[src/rtl/riscv_stream_pkg.sv]
// riscv_stream_pkg: shared select encodings and pointer-width helper for stream blocks
package riscv_stream_pkg;
  localparam logic SEL_OUT0 = 1'b0;
  localparam logic SEL_OUT1 = 1'b1;
  function automatic int clog2_min1(input int n);
    return (n <= 2) ? 1 : $clog2(n);
  endfunction
endpackage

[src/rtl/stream_fifo.sv]
// stream_fifo: synchronous FIFO with push/pop/flush, full/empty, head data and occupancy
module stream_fifo
  import riscv_stream_pkg::*;
#(
  parameter int WIDTH = 64,
  parameter int DEPTH = 2,
  localparam int AW = clog2_min1(DEPTH)
) (
  input  logic             clk,
  input  logic             rst,
  input  logic             flush,
  input  logic             push,
  input  logic             pop,
  input  logic [WIDTH-1:0] din,
  output logic [WIDTH-1:0] dout,
  output logic             full,
  output logic             empty,
  output logic [AW:0]      count
);
  logic [WIDTH-1:0] mem [DEPTH];
  logic [AW-1:0] wp, rp;
  assign full  = count == (AW+1)'(DEPTH);
  assign empty = count == '0;
  assign dout  = mem[rp];
  // pointers and occupancy; flush and reset discard any same-cycle push or pop
  always_ff @(posedge clk) begin
    if (rst || flush) begin
      wp    <= '0;
      rp    <= '0;
      count <= '0;
    end else begin
      if (push) wp <= wp + 1'b1;
      if (pop) rp <= rp + 1'b1;
      count <= count + {{AW{1'b0}}, push} - {{AW{1'b0}}, pop};
    end
  end
  // storage needs no reset: reads are only meaningful while occupancy is non-zero
  always_ff @(posedge clk) begin
    if (push && !rst && !flush) mem[wp] <= din;
  end
endmodule

[src/rtl/demux2_stream.sv]
// demux2_stream: one-to-two valid/ready demultiplexer with a FIFO and delivery counter per output
module demux2_stream
  import riscv_stream_pkg::*;
#(
  parameter int WIDTH = 64,
  parameter int DEPTH = 2,
  parameter int CNT_W = 16
) (
  input  logic             clk,
  input  logic             rst,
  input  logic             flush,
  input  logic             in_valid,
  output logic             in_ready,
  input  logic [WIDTH-1:0] in_data,
  input  logic             in_sel,
  output logic             out0_valid,
  input  logic             out0_ready,
  output logic [WIDTH-1:0] out0_data,
  output logic             out1_valid,
  input  logic             out1_ready,
  output logic [WIDTH-1:0] out1_data,
  output logic [CNT_W-1:0] cnt0,
  output logic [CNT_W-1:0] cnt1
);
  localparam int AW = clog2_min1(DEPTH);
  logic [WIDTH-1:0] head0, head1;
  logic full0, full1, empty0, empty1, push0, push1, pop0, pop1;
  logic [AW:0] occ0, occ1;
  assign in_ready   = !rst && !flush && !(in_sel ? full1 : full0);
  assign push0      = in_valid && in_ready && in_sel == SEL_OUT0;
  assign push1      = in_valid && in_ready && in_sel == SEL_OUT1;
  assign out0_valid = !rst && occ0 != '0;
  assign out1_valid = !rst && occ1 != '0;
  assign out0_data  = (rst || empty0) ? '0 : head0;
  assign out1_data  = (rst || empty1) ? '0 : head1;
  assign pop0       = out0_valid && out0_ready && !flush;
  assign pop1       = out1_valid && out1_ready && !flush;
  stream_fifo #(.WIDTH(WIDTH), .DEPTH(DEPTH)) u_fifo0 (
    .clk(clk), .rst(rst), .flush(flush), .push(push0), .pop(pop0), .din(in_data),
    .dout(head0), .full(full0), .empty(empty0), .count(occ0)
  );
  stream_fifo #(.WIDTH(WIDTH), .DEPTH(DEPTH)) u_fifo1 (
    .clk(clk), .rst(rst), .flush(flush), .push(push1), .pop(pop1), .din(in_data),
    .dout(head1), .full(full1), .empty(empty1), .count(occ1)
  );
  // delivered-word counters, wrapping modulo 2^CNT_W
  always_ff @(posedge clk) begin
    if (rst) begin
      cnt0 <= '0;
      cnt1 <= '0;
    end else begin
      if (pop0) cnt0 <= cnt0 + 1'b1;
      if (pop1) cnt1 <= cnt1 + 1'b1;
    end
  end
endmodule

[config.mk]
export PLATFORM = sky130hd
export DESIGN_NAME = demux2_stream
export DESIGN_NICKNAME = d
export VERILOG_FILES = /design/src/rtl/riscv_stream_pkg.sv /design/src/rtl/stream_fifo.sv /design/src/rtl/demux2_stream.sv
export SDC_FILE = /design/constraint.sdc
export NUM_CORES = 1
export LEC_CHECK = 0
export BUFFER_PORTS_ARGS = -buffer_cell sky130_fd_sc_hd__buf_4
export CELL_PAD_IN_SITES_DETAIL_PLACEMENT = 2
export CELL_PAD_IN_SITES_GLOBAL_PLACEMENT = 2
export CORE_UTILIZATION = 41
export CTS_CLUSTER_DIAMETER = 60
export DETAILED_ROUTE_END_ITERATION = 10
export GPL_TIMING_DRIVEN = 0
export PLACE_DENSITY_LB_ADDON = 0.1
export SYNTH_ARGS = -nofsm -noshare
export SYNTH_HDL_FRONTEND = slang
export SYNTH_SLANG_ARGS = --single-unit
[constraint.sdc]
create_clock -name clk -period 12.9 [get_ports clk]
set_clock_uncertainty 0.1 [all_clocks]
set_input_delay 1.29 -clock clk [delete_from_list [all_inputs] [get_ports clk]]
set_output_delay 1.29 -clock clk [all_outputs]
set_load 0.01 [all_outputs]
==> reports/results.tsv <==
metric	value	unit
clock power share	42.4	%
CTS tree	built	
clock net sink count	298	
ys flop type	edfxtp_1	
post-route ant nets	0	
Starting Density	41.59	%
Post-synth EDFFs	256	
post-synthesis simple-gate area fraction	8.903	%
DR pass1 iterations	4	
IO buf count	232	
GRT Overall Usage	22.88	%
most common cell in the synthesized netlist	edfxtp_1	
Critical Path End Type	primary output	
Yosys warning total	0	
PostCTS Resize Cnt	0	
Top delay family on crit path	buffers and inverters	
largest family of logic cells by synthesized area	multiplexers	
setup_tns	0	ns
final worst slack	8.349	ns
H-tree depth	1	
status	finished, final reports clean	
Cell Area, Synth	11520	µm²
P_sw	0.0003961	W
Die Ht	169.7	µm
Wirelength per Cell	22.51	µm
Syn-to-layout area delta	29.24	%
CP max stage cell	clkbuf_1	
final setup fails	0	
hold crit path type	register to register	
hpwl dp	22.45	mm
Synth Area in Compound Gates	1.759	%
largest net degree at the start of global routing	47	
chip width	169.7	µm
actual slew at the worst max-slew pin	0.9561	ns
IO Pins	234	
clock transition at the registers of the reported paths	0.06	ns
Post-Synth XOR/XNOR Area	1.672	%
drc violations	0	
Peak supply drop	0.0001168	V
Post-CTS Hold Fix Bufs	0	
asr flop ratio synth	0	%
final hold vios	0	
RSZ-0062 raised after global routing	false	
Max Slew Vio Count	0	
commonest cells in the netlist	256 x edfxtp_1, 158 x nor2_1, 129 x mux2i_1	
Final Core Density	53.76	%
initial antenna violation count	1	
Post-CTS Repair Setup Buffers	0	
synth unique cells	37	
sequential cell area fraction in the yosys report	74.01	%
Via density	5.048	
part of the cycle the worst path needs	35.28	%
CP arrival	3.16	ns
fmax	219.7	MHz
LEAKAGE	5.206	nW
Int Pwr	0.001539	W
Critical Path Max Stage Delay	0.57	ns
Root Driver	clkbuf_16	
Core Area	27710	µm²
Comb power frac	3.0	%
vias in the first global route	8097	
CP startpoint kind	input port	
layout cells sized above 1	27.63	%
Critical Path RT	11.51	ns
cell taking the most area after synthesis	edfxtp_1	
max cap viols	0	
first-pass GRT wire length	49.06	mm
Tmin final	4.551	ns
row count	61	
Crit Path Max Fanout	10	
Hold Slack	0.3720	ns
max_slew headroom	35.91	%
Tot Pwr	0.001935	W
largest cells by area after synthesis	edfxtp_1 67%, mux2i_1 11%, dfxtp_1 7.3%, nor2_1 5.1%, xnor2_1 1.3%	
total wire length	32.71	mm
post-synth top area share	66.71	%
initial DRC count	336	
Post-Synth Adder-Cell Area	0.5429	%
syn_nets	851	
register share of total power	54.6	%
Die Footprint	28780	µm²
Cells after Synth	775	
routability cong.	0.7199	
Syn Area/Cell	14.87	µm²
CTS Buf Count	31	
#FFs+latches synth	298	
n_diodes	0	
PD cells	129.9	nW/µm²
DP Worst Slack	8.334	ns
most used cell, CP	clkbuf_1	
worst setup path class	input port to primary output	
Final #Nets	1128	
Net Sw Frac	20.47	%
via count	7335	
mux cell area share after synthesis	11.40	%
Buf/Inv on CP	5	
later-pin clock latency in the skew report	0.56	ns
worst-path cell chain	buf_6, inv_1, o21ai_0, clkbuf_1, clkbuf_1, nor2_1, buf_4	
Max clock buf depth	3	
total gr overflow	0	
[layout by cell type (no fill, tap or decap), types with 2 or more instances in the layout]
cell / instances
a21oi_1: 14
and2_4: 2
and4_1: 2
buf_1: 19
buf_16: 5
buf_2: 2
buf_4: 232
buf_6: 6
buf_8: 2
clkbuf_1: 25
clkbuf_16: 31
clkinv_1: 6
clkinv_2: 7
dfxtp_1: 42
edfxtp_1: 256
ha_1: 5
inv_1: 12
mux2_2: 2
mux2i_1: 129
nand2_1: 13
nand3_1: 12
nand4_1: 6
nor2_1: 157
nor2b_1: 4
nor3_1: 6
nor4_1: 6
o21a_1: 2
o21ai_0: 12
o21ai_1: 2
o31ai_1: 3
or2_2: 2
or3_1: 9
or4_1: 6
xnor2_1: 17
xor2_1: 5
[sequential cells by signal, summed over array words and instances, names as in the netlist, named ones only]
register and count:
cnt0 16, cnt1 16, u_fifo0.count 2, u_fifo0.mem 128
u_fifo0.rp 1, u_fifo0.wp 1, u_fifo1.count 2, u_fifo1.mem 128
u_fifo1.rp 1, u_fifo1.wp 1
[worst paths after layout]
kind	startpoint	to	slack (ns)	cells past startpoint
worst min-delay path	cnt1[15]$_SDFFE_PP0P_	cnt1[15]$_SDFFE_PP0P_	0.37	1
worst max-delay path	rst	out0_data[19]	8.35	7
worst max register to register	u_fifo0.count[0]$_SDFF_PP0_	u_fifo0.mem[0][27]$_DFFE_PP_	10.38	6
worst min register to register	cnt1[15]$_SDFFE_PP0P_	cnt1[15]$_SDFFE_PP0P_	0.37	1
[power groups by stage]
stage	Combinational [W]	Clock [W]	Sequential (W)
finish	0.0000571	0.000821	0.00106
global route	0.0000619	0.000866	0.00106
CTS	0.0000583	0.000837	0.00106
detailed placement	0.0000577	0	0.00108
global placement	0.0000500	0	0.00108
floorplan	0.0000163	0	0.00108
[worst reg2reg max path: cells and delay by family, from the launching register on]
family        cells  cell delay [ns]
simple gates      3             1.14
buf+inv           3             0.57
flops             1             0.43
[per-stage QoR]
| stage | instances | area [µm²] |
|---|---|---|
| floorplan | 775 | 11520 |
| global placement | 1385 | 13740 |
| detailed placement | 1397 | 13980 |
| CTS | 1453 | 14890 |
| global route | 1453 | 14890 |
| finish | 1453 | 14890 |
[routing by layer]
layer,global-route usage [%],part of all wire [%],vias to the layer above,wire [µm]
li1,-,-,3393,-
met1,27.28,40,3699,13130
met2,41.25,52,202,16940
met3,5.830,6.3,39,2057
met4,5.170,1.7,2,569
met5,0,0.052,-,17
[cells by family (layout without fill, tap and decap cells)]
group / count (synthesis) / count (layout)
flip-flops: 298 / 298
AND/OR/NAND/NOR: 233 / 233
multiplexers: 131 / 131
buffers and inverters: 50 / 350
AO/OA/AOI/OAI: 36 / 36
XOR/XNOR: 22 / 22
adder cells (fa/ha/maj): 5 / 5
[final cells by class]
class,count,area (µm²)
buffer,38,152.6
clock buffer,40,809.5
clock inverter,16,103.9
fill,2581,12810
inverter,12,45.04
multi-input combinational,427,2815
sequential,298,8528
tap,378,473.0
timing repair buffer,244,1966
Power figures use the tool's default switching activity.
